--- config.mk ---
export PLATFORM = sky130hd
export DESIGN_NAME = lidar_frame_tx
export DESIGN_NICKNAME = d
export VERILOG_FILES = /design/src/rtl/lidar_frame_tx.sv
export SDC_FILE = /design/constraint.sdc
export NUM_CORES = 1
export LEC_CHECK = 0
export CORE_ASPECT_RATIO = 0.8
export CORE_MARGIN = 4
export CORE_UTILIZATION = 60
export CTS_BUF_LIST = sky130_fd_sc_hd__clkbuf_4
export CTS_CLUSTER_DIAMETER = 120
export DETAILED_ROUTE_END_ITERATION = 6
export PLACE_DENSITY = 0.83
export RECOVER_POWER = 50
export SYNTH_ARGS = -nofsm -noshare
export SYNTH_HDL_FRONTEND = slang
export SYNTH_SLANG_ARGS = --single-unit
--- constraint.sdc ---
create_clock -name clk -period 3.7 [get_ports clk]
set_input_delay 0.74 -clock clk [delete_from_list [all_inputs] [get_ports clk]]
set_output_delay 0.74 -clock clk [all_outputs]
set_load 0.02 [all_outputs]
--- src/rtl/lidar_frame_tx.sv ---
`timescale 1ns/1ps
// lidar_frame_tx: sends one LiDAR scan frame (header, checksum, sample words) as 8N1 UART bytes.
// Define LIDAR_TX_CHECKSUM_EN to enable the CALC pass that reads the buffer and builds the checksum.
module lidar_frame_tx #(
    parameter int CLKS_PER_BIT = 868
) (
    input  logic        clk,
    input  logic        reset,
    input  logic        start,
    input  logic [7:0]  ct,
    input  logic [7:0]  lsn,
    input  logic [15:0] fsa,
    input  logic [15:0] lsa,
    output logic [7:0]  sample_addr,
    input  logic [15:0] sample_data,
    output logic        txd,
    output logic        busy,
    output logic        frame_done
);

    typedef enum logic [1:0] {
        S_IDLE,
        S_CALC,
        S_SEND,
        S_DONE
    } state_t;

    localparam int                CNT_W     = (CLKS_PER_BIT > 1) ? $clog2(CLKS_PER_BIT) : 1;
    localparam logic [CNT_W-1:0]  BAUD_LAST = CNT_W'(CLKS_PER_BIT - 1);

    state_t             r_state;
    state_t             w_next;

    logic [7:0]         r_ct;
    logic [7:0]         r_lsn;
    logic [15:0]        r_fsa;
    logic [15:0]        r_lsa;
    logic [15:0]        r_word;
    logic [7:0]         r_addr;
    logic [CNT_W-1:0]   r_baud;
    logic [3:0]         r_bit;
    logic [9:0]         r_byte;
    logic [9:0]         r_last_byte;
    logic               r_txd;
    logic               r_busy;
    logic               r_done;

    logic               w_accept;
    logic               w_baud_end;
    logic               w_frame_end;
    logic [15:0]        w_cs;
    logic [7:0]         w_byte;
    logic               w_bit;

`ifdef LIDAR_TX_CHECKSUM_EN
    logic [15:0]        r_cs;
    logic [8:0]         r_calc_cnt;
    logic               w_calc_end;

    // CALC runs one cycle past the last read so the frame starts from a settled checksum.
    assign w_calc_end = (r_calc_cnt == {1'b0, r_lsn});
    assign w_cs       = r_cs;
`else
    assign w_cs       = 16'h0000;
`endif

    // The cycle frame_done is high still belongs to the finished frame.
    assign w_accept    = start && (r_state == S_IDLE) && !r_done;
    assign w_baud_end  = (r_baud == BAUD_LAST);
    assign w_frame_end = w_baud_end && (r_bit == 4'd9) && (r_byte == r_last_byte);

    always_ff @(posedge clk or negedge reset) begin
        if (!reset) begin
            r_state <= S_IDLE;
        end else begin
            r_state <= w_next;
        end
    end

    always_comb begin
        w_next = r_state;
        case (r_state)
`ifdef LIDAR_TX_CHECKSUM_EN
            S_IDLE:  if (w_accept) w_next = S_CALC;
            S_CALC:  if (w_calc_end) w_next = S_SEND;
`else
            S_IDLE:  if (w_accept) w_next = S_SEND;
            S_CALC:  w_next = S_IDLE;
`endif
            S_SEND:  if (w_frame_end) w_next = S_DONE;
            S_DONE:  w_next = S_IDLE;
            default: w_next = S_IDLE;
        endcase
    end

    always_comb begin
        w_byte = 8'h00;
        case (r_byte)
            10'd0:   w_byte = 8'h55;
            10'd1:   w_byte = 8'hAA;
            10'd2:   w_byte = r_ct;
            10'd3:   w_byte = r_lsn;
            10'd4:   w_byte = r_fsa[7:0];
            10'd5:   w_byte = r_fsa[15:8];
            10'd6:   w_byte = r_lsa[7:0];
            10'd7:   w_byte = r_lsa[15:8];
            10'd8:   w_byte = w_cs[7:0];
            10'd9:   w_byte = w_cs[15:8];
            default: w_byte = r_byte[0] ? r_word[15:8] : r_word[7:0];
        endcase
    end

    always_comb begin
        w_bit = 1'b1;
        if (r_bit == 4'd0) begin
            w_bit = 1'b0;
        end else if (r_bit <= 4'd8) begin
            w_bit = w_byte[3'(r_bit - 4'd1)];
        end
    end

    // NOTE: txd resets to the idle level asynchronously so an abandoned frame never leaves the line low.
    always_ff @(posedge clk or negedge reset) begin
        if (!reset) begin
            r_ct        <= '0;
            r_lsn       <= '0;
            r_fsa       <= '0;
            r_lsa       <= '0;
            r_word      <= '0;
            r_addr      <= '0;
            r_baud      <= '0;
            r_bit       <= '0;
            r_byte      <= '0;
            r_last_byte <= '0;
            r_txd       <= 1'b1;
            r_busy      <= 1'b0;
            r_done      <= 1'b0;
`ifdef LIDAR_TX_CHECKSUM_EN
            r_cs        <= '0;
            r_calc_cnt  <= '0;
`endif
        end else begin
            r_done <= (r_state == S_DONE);

            if (w_accept) begin
                r_ct        <= ct;
                r_lsn       <= lsn;
                r_fsa       <= fsa;
                r_lsa       <= lsa;
                r_last_byte <= 10'd9 + {1'b0, lsn, 1'b0};
                r_busy      <= 1'b1;
                r_addr      <= '0;
                r_baud      <= '0;
                r_bit       <= '0;
                r_byte      <= '0;
`ifdef LIDAR_TX_CHECKSUM_EN
                r_cs        <= 16'hAA55 ^ {lsn, ct} ^ fsa ^ lsa;
                r_calc_cnt  <= '0;
`endif
            end

            case (r_state)
`ifdef LIDAR_TX_CHECKSUM_EN
                S_CALC: begin
                    r_calc_cnt <= r_calc_cnt + 9'd1;
                    if (w_calc_end) begin
                        r_addr <= '0;
                    end else begin
                        r_cs <= r_cs ^ sample_data;
                        if (r_addr != r_lsn - 8'd1) begin
                            r_addr <= r_addr + 8'd1;
                        end
                    end
                end
`endif
                S_SEND: begin
                    r_txd <= w_bit;
                    // One buffer read per sample, taken on its low byte's start bit.
                    if (r_baud == '0 && r_bit == 4'd0 && r_byte >= 10'd10 && !r_byte[0]) begin
                        r_word <= sample_data;
                    end
                    if (w_baud_end) begin
                        r_baud <= '0;
                        if (r_bit == 4'd9) begin
                            r_bit <= '0;
                            if (!w_frame_end) begin
                                r_byte <= r_byte + 10'd1;
                                if (r_byte[0] && r_byte >= 10'd11) begin
                                    r_addr <= r_addr + 8'd1;
                                end
                            end
                        end else begin
                            r_bit <= r_bit + 4'd1;
                        end
                    end else begin
                        r_baud <= r_baud + CNT_W'(1);
                    end
                end
                S_DONE: begin
                    r_txd  <= 1'b1;
                    r_busy <= 1'b0;
                end
                default: ;
            endcase
        end
    end

    assign txd         = r_txd;
    assign busy        = r_busy;
    assign frame_done  = r_done;
    assign sample_addr = r_addr;

endmodule
Word-level counts from Yosys, hierarchy flattened
Cells that the tools add are included.
{"block": "totals", "reg_bits": 111, "latchBits": 0, "mem_bits_rw": 0, "rom_bits": 0, "inputBits": 67, "mem_count": 0}
{"block": "classes", "n_addsub": 6, "n_mul": 0, "div": 0, "n_lt_le_gt_ge": 4, "n_eq_ne": 17, "shifts": 0, "muxes": 30, "bitwise_logic": 0, "reduce_logical": 21}
{"cell": "10-bit 2-to-1 mux", "n": 8}
{"cell": "8-bit case mux with 9 select lines", "n": 1}
{"cell": "8-bit 2-to-1 mux", "n": 7}
{"cell": "10-bit by 3-bit == test with 1-bit output (second input constant)", "n": 4}
{"cell": "10-bit by 1-bit adder with 10-bit output (second input constant)", "n": 2}
{"cell": "10-bit by 2-bit == test with 1-bit output (second input constant)", "n": 2}
{"cell": "10-bit by 4-bit == test with 1-bit output (second input constant)", "n": 2}
{"cell": "10-bit by 4-bit >= comparator with 1-bit output (second input constant)", "n": 2}
{"cell": "10-bit zero test", "n": 2}
{"cell": "4-bit 2-to-1 mux", "n": 4}
{"cell": "4-bit by 9-bit adder with 10-bit output (first input constant)", "n": 1}
{"cell": "10-bit by 1-bit == test with 1-bit output (second input constant)", "n": 1}
{"cell": "10-bit == test", "n": 1}
{"cell": "10-bit == test (second input constant)", "n": 1}
{"cell": "8-bit by 1-bit adder with 8-bit output (second input constant)", "n": 1}
{"cell": "1-bit logical AND", "n": 8}
{"cell": "2-bit case mux with 3 select lines", "n": 1}
{"cell": "2-bit nonzero test", "n": 3}
{"cell": "1-bit 2-to-1 mux", "n": 5}
{"cell": "4-bit by 1-bit adder with 4-bit output (second input constant)", "n": 1}
{"cell": "2-bit == test (second input constant)", "n": 2}
{"cell": "4-bit == test (second input constant)", "n": 1}
{"cell": "4-bit <= comparator (second input constant)", "n": 1}
{"cell": "4-bit zero test", "n": 1}
{"cell": "11 further kinds", "n": 16}

Longest topological paths before layout
Gate-level depths: netlist of run 1.
{"block": "logic_depth", "word_depth": 9, "mapped_depth": 11}

Worst setup path before layout of run 1
No wires, ideal clock.
{"block": "synth_path", "path_kind": "reg-to-reg", "start": "reg r_byte[0]", "end": "reg r_txd (netlist: txd)", "setup_time_ns": 0.094, "arrival_ns": 2.430, "t_required_ns": 3.606, "slack_ns": 1.175, "stages_incl_launch_ff": 11, "n_path_buf": 2, "period_less_slack_ns": 2.525, "path_cell_list": "dfrtp_1 > clkbuf_1 > inv_1 > ha_1 > clkbuf_1 > nor4_1 > a2111oi_4 > a21boi_0 > a21oi_1 > o311ai_0 > o221ai_1"}
{"block": "synth_between", "elab_chain_len": 8, "word_cells_on_any_way": 18}
{"element": "from (decl)", "line_no": "42", "rtl": "logic [9:0] r_byte;"}
{"element": "from (signal assigned)", "line_no": "187", "rtl": "r_byte <= r_byte + 10'd1;"}
{"element": "10-bit by 4-bit == test with 1-bit output", "line_no": "98", "rtl": "case (r_byte)"}
{"element": "2-bit OR reduction (no source line)"}
{"element": "8-bit case mux with 9 select lines (*)", "line_no": "98"}
{"element": "1-bit binary-select mux with 3-bit select (*)", "line_no": "118", "rtl": "w_bit = w_byte[3'(r_bit - 4'd1)];"}
{"element": "1-bit 2-to-1 mux (implied by the code) (*)", "line_no": "118"}
{"element": "1-bit 2-to-1 mux (*)", "line_no": "117", "rtl": "end else if (r_bit <= 4'd8) begin"}
{"element": "1-bit 2-to-1 mux (*)", "line_no": "115", "rtl": "if (r_bit == 4'd0) begin"}
{"element": "1-bit case mux with 2 select lines (*)", "line_no": "162", "rtl": "case (r_state)"}
{"element": "to (signal assigned)", "line_no": "177", "rtl": "r_txd <= w_bit;"}
{"element": "to (decl)", "line_no": "44", "rtl": "logic r_txd;"}
Every way passes the cells marked *; elsewhere a longest branch is shown, timed or not. The select of a mux whose other input is x is not followed.
A chain may end at the register's enable or synchronous reset.

Worst setup path after layout of run 1
{"block": "layout_path", "start": "reg r_byte[1]", "end": "reg r_txd (netlist: txd)"}
Same word-level chain as after synthesis.

==> impl_summary.log, run 1 <==
INFO  metric drtAntennaViolNets = 0
INFO  metric synth_seq_cells = 109
INFO  metric worst_margin_slew = 1.44 ns
INFO  metric fin_ws = 0.612 ns
INFO  metric n_fill_cell = 693
INFO  metric place.gp.congestion = between 0.9 and 1
INFO  metric clock_network_latency_to_the_later_pin_of_the_worst_skew_pair = 0.47 ns
INFO  metric core_region_area = approximately 0.0092 mm2
INFO  metric timing.reg2reg.worst_path_depth = 9
INFO  metric cp-start-kind = flip-flop
INFO  metric cts_root_buffer = clkbuf_4
INFO  metric synth_cells = between 600 and 700
INFO  metric cts_resized = 0
INFO  metric first_pass_grt_wire_length = 22800 um
INFO  metric clk_path_buf_depth = 2
INFO  metric fin_max_slew_vios = 0
INFO  metric peak_supply_drop = 0.270 mV
INFO  metric port_buffers = 77
INFO  metric final-hold-violation-count = 0
INFO  metric nNetsFinal = 760
INFO  metric worst_r2r_startpoint = r_byte[1]
INFO  metric ys_seq_area_share = 47.9%
INFO  metric area_growth = 16.6%
INFO  metric grt_pass1_vias = between 4000 and 5000
INFO  metric grt_start_max_net_pins = between 50 and 60
INFO  metric worst-path-buf-inv = 2
INFO  metric cts.sink_count = 109
INFO  metric mappedNetlistArea = between 0.005 and 0.006 mm2
INFO  metric hold-path-endpoint = r_ct[1]
INFO  metric tritoncts = done
INFO  metric yosysUniqueCellTypes = 66
INFO  metric drt_wl_total = around 14000 um
INFO  metric worst-r2r-setup-slack = about 0.61 ns
INFO  metric slew_headroom = 3.90%
INFO  metric post-place-cells = between 700 and 800
INFO  metric crit_slowest_cell = ha_1
INFO  metric syn_nets = approximately 700
INFO  metric cts.clk_slew.worst_paths = roughly 0.17 ns
INFO  metric final_layout_size_suffix_gt1_share = roughly 9.6%
INFO  metric worstHoldPathCells = 2
INFO  metric drt_iter0_markers = between 500 and 600
INFO  metric worst_path_dominant_cell_family = compound AO/OA/AOI/OAI gates
INFO  metric slowest_delay = approximately 0.54 ns
INFO  metric avgViaCountPerCell = 5.98
INFO  metric drt-wirelength-per-cell = 17.0 um
INFO  metric worst_r2r_endpoint = txd
INFO  metric fmax = 0.324 GHz
INFO  metric floorplan.initialDensity = just over 60%
INFO  metric cts_buffers = 9
INFO  metric layout.area.seq = 0.00273 mm2
INFO  metric num_vias = 4792
INFO  metric post-dp-hpwl = about 10000 um
INFO  metric grt.total_usage = 26.3%
INFO  metric final-instance-count-excl-fill = 801
INFO  metric timing.final.crit_share = 83.5%
INFO  metric postCtsSetupRepairBufs = 0
INFO  metric endpoint_kind = flip-flop
INFO  metric multiInputGateArea = roughly 0.0027 mm2
INFO  metric total_non_filler_cell_area_in_the_finished_layout = 0.00664 mm2
INFO  metric critical_path_cell_sequence = inv_1 -> ha_1 -> o21bai_1 -> a2111oi_4 -> buf_4 -> a21boi_0 -> a21oi_1 -> o311ai_0 -> o221ai_1
INFO  metric smallest_hold_slack = just under 0.5 ns
INFO  metric setup_viol = 0
INFO  metric place_worst_setup_slack = a little over 0.7 ns
INFO  metric count_of_hold_buffers_inserted_by_post_cts_repair = 0
INFO  metric syn-mean-instance-area = 9.22 um2
INFO  metric die_h = 95.1 um
INFO  metric detailedRoute.firstPassIterationCount = 6
INFO  metric worst-setup-path-type = reg2reg
INFO  metric synth_edf_count = 0
INFO  metric powerDensity = around 460 mW/mm2
INFO  metric power.leakage = approximately 3 nW
INFO  metric post_layout_util = 72.6%
INFO  metric grt_setup_unrepaired = no
INFO  metric worst_clock_skew = 0.0104 ns
INFO  metric drc_errors = 0
INFO  metric worst-path-max-fanout = 14
INFO  metric floorplan_die_area = 0.0111 mm2
INFO  metric ys_warn_count = 0
INFO  metric p_total = around 3.1 mW
INFO  metric floorplan.die.width = 117 um
INFO  metric netlist_top_cells_area = dfrtp_1 (47%), nand2_1 (12%), mux2_2 (5.1%)
INFO  metric critPathArrivalTime = 3.49 ns
INFO  metric worst-endpoint-required = 4.10 ns
INFO  metric ioPinCount = 78
INFO  metric setup_total_negative_slack = 0 ns
INFO  metric finalCriticalPeriod = 3.09 ns
INFO  metric run_status = complete, no violations
INFO  metric worstHoldStart = r_ct[1]
INFO  metric max_cap_viol_count = 0
INFO  metric grt_overflow_total = 0
INFO  metric yosys.area.top_type = dfrtp_1
INFO  metric synth_flop_cell = dfrtp_1
INFO  metric num_rows = 31
INFO  metric antenna_found_initial = 0
INFO  metric hold_path_class = reg2reg
INFO  metric ctsHtreeMaxLevel = 3
INFO  metric placed_cell_area = 0.00654 mm2
INFO  metric num_antenna_cells = 0
INFO  metric synth_largest_type_area_fraction = 47.5%
INFO  metric synth-async-reset-ratio = 100%
==> synthesized netlist by cell type, drive strengths merged, types with 4 or more instances <==
cell,instances
nor4b,4
o21ai,36
nand2b,4
nand4,8
mux2,26
a31oi,5
and2,4
nor2,23
mux2i,5
inv,15
clkbuf,24
or4,4
and3,10
nand3,25
xor2,15
a22oi,15
a21oi,13
nor4,7
a211oi,5
nor2b,6
xnor2,5
ha,12
nand2,182
o31ai,4
buf,10
dfrtp,108
==> power by group <==
group | switching, mW | internal, mW
Clock | 0.404 | 0.218
Combinational | 0.357 | 0.379
Sequential | 0.224 | 1.49
==> worst max path at each step <==
stage | end | from | slack, ns | cells after the start
final | txd | r_byte[1] | 0.61 | 9
after CTS | txd | r_byte[1] | 0.69 | 9
after detailed placement | txd | r_byte[1] | 0.72 | 9
after global placement | txd | r_byte[1] | 0.91 | 9
after floorplan | txd | r_byte[0] | 1.18 | 10
after global routing | txd | r_byte[1] | 0.33 | 9
==> metal layers <==
layer  track usage (%)  vias up  part of all wire [%]
met5                 0        -                     0
met4              6.30        0                   1.5
met3              6.47       24                   7.2
met2              42.5      174                    49
met1              35.9     2329                    43
li1                  -     2265                     -
==> tightest hold or removal path: cells and delay by family (launching register included) <==
family	cells	cell delay, ns
flops	1	0.37
simple gates	2	0.10
==> state kept, by name, summed over array words and instances, names as in the netlist <==
register	flops
r_ct	8
r_last_byte	8
r_byte	10
r_lsn	8
sample_addr	8
r_word	16
r_baud	10
busy	1
frame_done	1
r_state	2
r_bit	4
r_lsa	16
r_fsa	16
txd	1
==> cell families (layout without fill, tap and decap cells) <==
family	Yosys count	count (layout)	synth area share (%)
AOI/OAI and AO/OA	106	106	12.7
DFF	109	109	47.9
xor gates and xnor gates	20	20	3.08
and+or+nand+nor	291	291	23.8
adders and majority gates	12	12	2.64
buffers and inverters	49	117	3.78
muxes	31	31	6.02
==> layout by cell type (no fill, tap or decap), types with 4 or more instances in the layout <==
| cell type | n |
|---|---|
| o21ai_0 | 36 |
| ha_1 | 12 |
| a211oi_1 | 4 |
| clkdlybuf4s50_1 | 76 |
| nand2_1 | 181 |
| nand2b_1 | 4 |
| xnor2_1 | 5 |
| nor2_1 | 21 |
| a21oi_1 | 13 |
| dfrtp_1 | 108 |
| mux2i_1 | 5 |
| a31oi_1 | 4 |
| nand4_1 | 8 |
| mux2_2 | 26 |
| a22oi_1 | 15 |
| nand3_1 | 25 |
| and3_1 | 9 |
| nor2b_1 | 6 |
| buf_4 | 6 |
| nor4b_1 | 4 |
| xor2_1 | 15 |
| clkbuf_4 | 10 |
| inv_1 | 15 |
| o31ai_1 | 4 |
| nor4_1 | 7 |
==> layout make-up <==
class	count	share of cell area (%)
Clock inverter	6	1.05
Inverter	15	0.848
Clock buffer	10	1.13
Multi-Input combinational cell	460	41.3
Timing Repair Buffer	86	12.4
Tap cell	115	2.17
Sequential cell	109	41.1
No activity file was read; power rests on OpenSTA's default activity.
==> run 2: changes to the inputs <==
--- a/config.mk
+++ b/config.mk
@@ -7,11 +7,11 @@
 export LEC_CHECK = 0
 export CORE_ASPECT_RATIO = 0.8
 export CORE_MARGIN = 4
-export CORE_UTILIZATION = 60
+export CORE_UTILIZATION = 52
 export CTS_BUF_LIST = sky130_fd_sc_hd__clkbuf_4
 export CTS_CLUSTER_DIAMETER = 120
 export DETAILED_ROUTE_END_ITERATION = 6
-export PLACE_DENSITY = 0.83
+export PLACE_DENSITY = 0.76
 export RECOVER_POWER = 50
 export SYNTH_ARGS = -nofsm -noshare
 export SYNTH_HDL_FRONTEND = slang
==> constraint.sdc (replaced) <==
create_clock -name clk -period 2.5 [get_ports clk]
set_input_delay 0.5 -clock clk [delete_from_list [all_inputs] [get_ports clk]]
set_output_delay 0.5 -clock clk [all_outputs]
set_load 0.02 [all_outputs]
==> impl_summary.log, run 2 (same netlist as run 1, synthesis figures left out) <==
INFO  metric area_growth = 21.7%
INFO  metric setup_total_negative_slack = 0 ns (unchanged)
INFO  metric worst-endpoint-required = 2.91 ns (-1.19 ns)
INFO  metric first_pass_grt_wire_length = 23800 um (+4.1%)
INFO  metric place.gp.congestion = 0.924 (-2.8%)
INFO  metric avgViaCountPerCell = 5.72 (-4.4%)
INFO  metric worst_clock_skew = 0.0178 ns (+0.00738 ns)
INFO  metric setup_viol = 0 (unchanged)
INFO  metric slew_headroom = 6.15% (+2.3 points)
INFO  metric grt.total_usage = 23.3% (-3.0 points)
INFO  metric antenna_found_initial = 0 (unchanged)
INFO  metric grt_overflow_total = 0 (unchanged)
INFO  metric drc_errors = 0 (unchanged)
INFO  metric clk_path_buf_depth = 2 (unchanged)
INFO  metric wl_met3 = 1030 um (+5.8%)
INFO  metric layout.area.seq = 0.00273 mm2 (about the same)
INFO  metric timing.final.crit_share = 97.3% (+14 points)
INFO  metric layout_commonest_cell = nand2_1
INFO  metric wl_met1 = 6470 um (+11%)
INFO  metric grt_start_max_net_pins = 46 (-22%)
INFO  metric final_layout_size_suffix_gt1_share = 13.3% (+3.7 points)
INFO  metric nNetsFinal = 787 (+3.6%)
INFO  metric cts.clk_slew.worst_paths = 0.17 ns (about the same)
INFO  metric critPathArrivalTime = 2.85 ns (-0.64 ns)
INFO  metric drtAntennaViolNets = 0 (unchanged)
INFO  metric die_h = 102 um (+6.8%)
INFO  metric port_buffers = 77 (unchanged)
INFO  metric cts_root_buffer = clkbuf_4
INFO  metric power.leakage = 3.19 nW (+5.1%)
INFO  metric timing.critical_path.from = r_byte[9]
INFO  metric floorplan_die_area = 0.0127 mm2 (+14%)
INFO  metric n_fill_cell = 868 (+25%)
INFO  metric num_rows = 33 (+6.5%)
INFO  metric powerDensity = 670 mW/mm2 (+45%)
INFO  metric fmax = 0.411 GHz (+27%)
INFO  metric floorplan.die.width = 125 um (+6.9%)
INFO  metric drt_wl_total = 14400 um (+5.7%)
INFO  metric fin_max_slew_vios = 0 (unchanged)
INFO  metric cts.sink_count = 109 (unchanged)
INFO  metric worst_r2r_endpoint = txd
INFO  metric grt_pass1_vias = 4767 (+0.063%)
INFO  metric tritoncts = done
INFO  metric drt-wirelength-per-cell = 16.9 um (-0.77%)
INFO  metric num_vias = 4880 (+1.8%)
INFO  metric endpoint_kind = flip-flop
INFO  metric met2_length = 6700 um (+1.3%)
INFO  metric multiInputGateArea = 0.00277 mm2 (+1.0%)
INFO  metric worst-r2r-setup-slack = 0.07 ns (-0.54 ns)
INFO  metric mostFrequentLayoutCells = nand2_1 (181), dfrtp_1 (107), clkdlybuf4s50_1 (76)
INFO  metric run_status = complete, no violations
INFO  metric worst_r2r_startpoint = r_byte[9]
INFO  metric worst-path-max-fanout = 6 (-8)
INFO  metric maxUsedRoutingLayer = met4
INFO  metric timing.reg2reg.worst_path_depth = 6 (-3)
INFO  metric final-hold-violation-count = 0 (unchanged)
INFO  metric post-dp-hpwl = 10600 um (+4.5%)
INFO  metric cts_buffers = 9 (unchanged)
INFO  metric layout_top_registers = r_fsa: 16 flops, r_lsa: 16 flops, r_word: 16 flops
INFO  metric core_region_area = 0.0105 mm2 (+15%)
INFO  metric finalCriticalPeriod = 2.43 ns (-0.657 ns)
INFO  metric worst_setup_path_endpoint = txd
INFO  metric worst-setup-path-type = reg2reg
INFO  metric max_cap_viol_count = 0 (unchanged)
INFO  metric peak_supply_drop = 0.457 mV (+69%)
INFO  metric detailedRoute.firstPassIterationCount = 5 (-1)
INFO  metric cp-start-kind = flip-flop
INFO  metric floorplan.initialDensity = 54.3% (-7.9 points)
INFO  metric grt_setup_unrepaired = yes
INFO  metric clock_network_latency_to_the_later_pin_of_the_worst_skew_pair = 0.48 ns (about the same)
INFO  metric ctsHtreeMaxLevel = 3 (unchanged)
INFO  metric hold_path_class = reg2reg
INFO  metric num_antenna_cells = 0 (unchanged)
INFO  metric ioPinCount = 78 (unchanged)
INFO  metric drt_iter0_markers = 569 (+2.5%)
INFO  metric worst_margin_slew = 1.41 ns (-0.0338 ns)
INFO  metric smallest_hold_slack = 0.498 ns (+0.00523 ns)
[run 2: cell count changes in the layout (fill, tap and decap cells not counted), sizes merged]
cell | before | now
buf | 6 | 31
clkinv | 0 | 1
clkinvlp | 3 | 1
inv | 17 | 19
dlygate4sd3 | 0 | 1
[run 2: worst min-delay path by stage]
| stage | from | end | slack [ns] | cells after the start |
|---|---|---|---|---|
| 2_1_floorplan | reset | busy | 0.20 | 0 |
| 3_3_place_gp | reset | r_fsa[2] | 0.42 | 1 |
| 3_5_place_dp | reset | r_fsa[2] | 0.43 | 1 |
| 4_1_cts | reset | r_fsa[2] | 0.43 | 2 |
| 5_1_grt | fsa[9] | r_fsa[9] | 0.49 | 3 |
| 6_report | r_ct[2] | r_ct[2] | 0.50 | 2 |
[run 2: final cells by class]
type                            count  share of cell area, %
Clock inverter                      7                   1.16
Sequential cell                   109                   39.4
Inverter                           15                  0.812
Timing Repair Buffer              113                   15.1
Multi-Input combinational cell    460                   40.0
Tap cell                          140                   2.53
Clock buffer                        9                  0.975
[run 2: metal layers]
metal  GRT usage [%]  up-vias
met3            6.38       24
met5               0        -
li1                -     2324
met4            5.50        0
met2            36.9      215
met1            32.3     2317
[run 2: metrics by stage]
step	setup slack (ns)	area [um2]	utilization, %	std cells	power, mW
6_report	0.0682	6930	66.1	853	4.65
5_1_grt	-0.0178	6930	66.1	853	4.93
4_1_cts	0.0343	6920	66.0	851	4.64
3_5_place_dp	0.0266	6750	64.3	832	3.70
3_3_place_gp	0.113	6750	64.3	832	3.62
2_1_floorplan	0.0468	5700	-	618	3.21
[run 2: worst max-delay path: stages, from the launching register on]
cell	delay, ns
dfrtp_1	0.41
or4_4	0.58
a2111oi_4	0.47
a21boi_2	0.32
a31oi_1	0.13
nor3b_1	0.30
o221ai_1	0.16
[run 2: what timing repair did]
action,in CTS,in global routing
buffers inserted,2,2
hold buffers,1,0
gates resized for setup,0,5
endpoints found under the setup margin,1,9
pin swaps,0,2
hold endpoints to repair,23,0
[run 2: where the power goes]
part	internal [mW]	leakage, nW	switching [mW]
clock network	0.321	0.0792	0.624
logic	0.607	1.71	0.565
registers	2.20	1.40	0.328
total	3.13	3.19	1.52
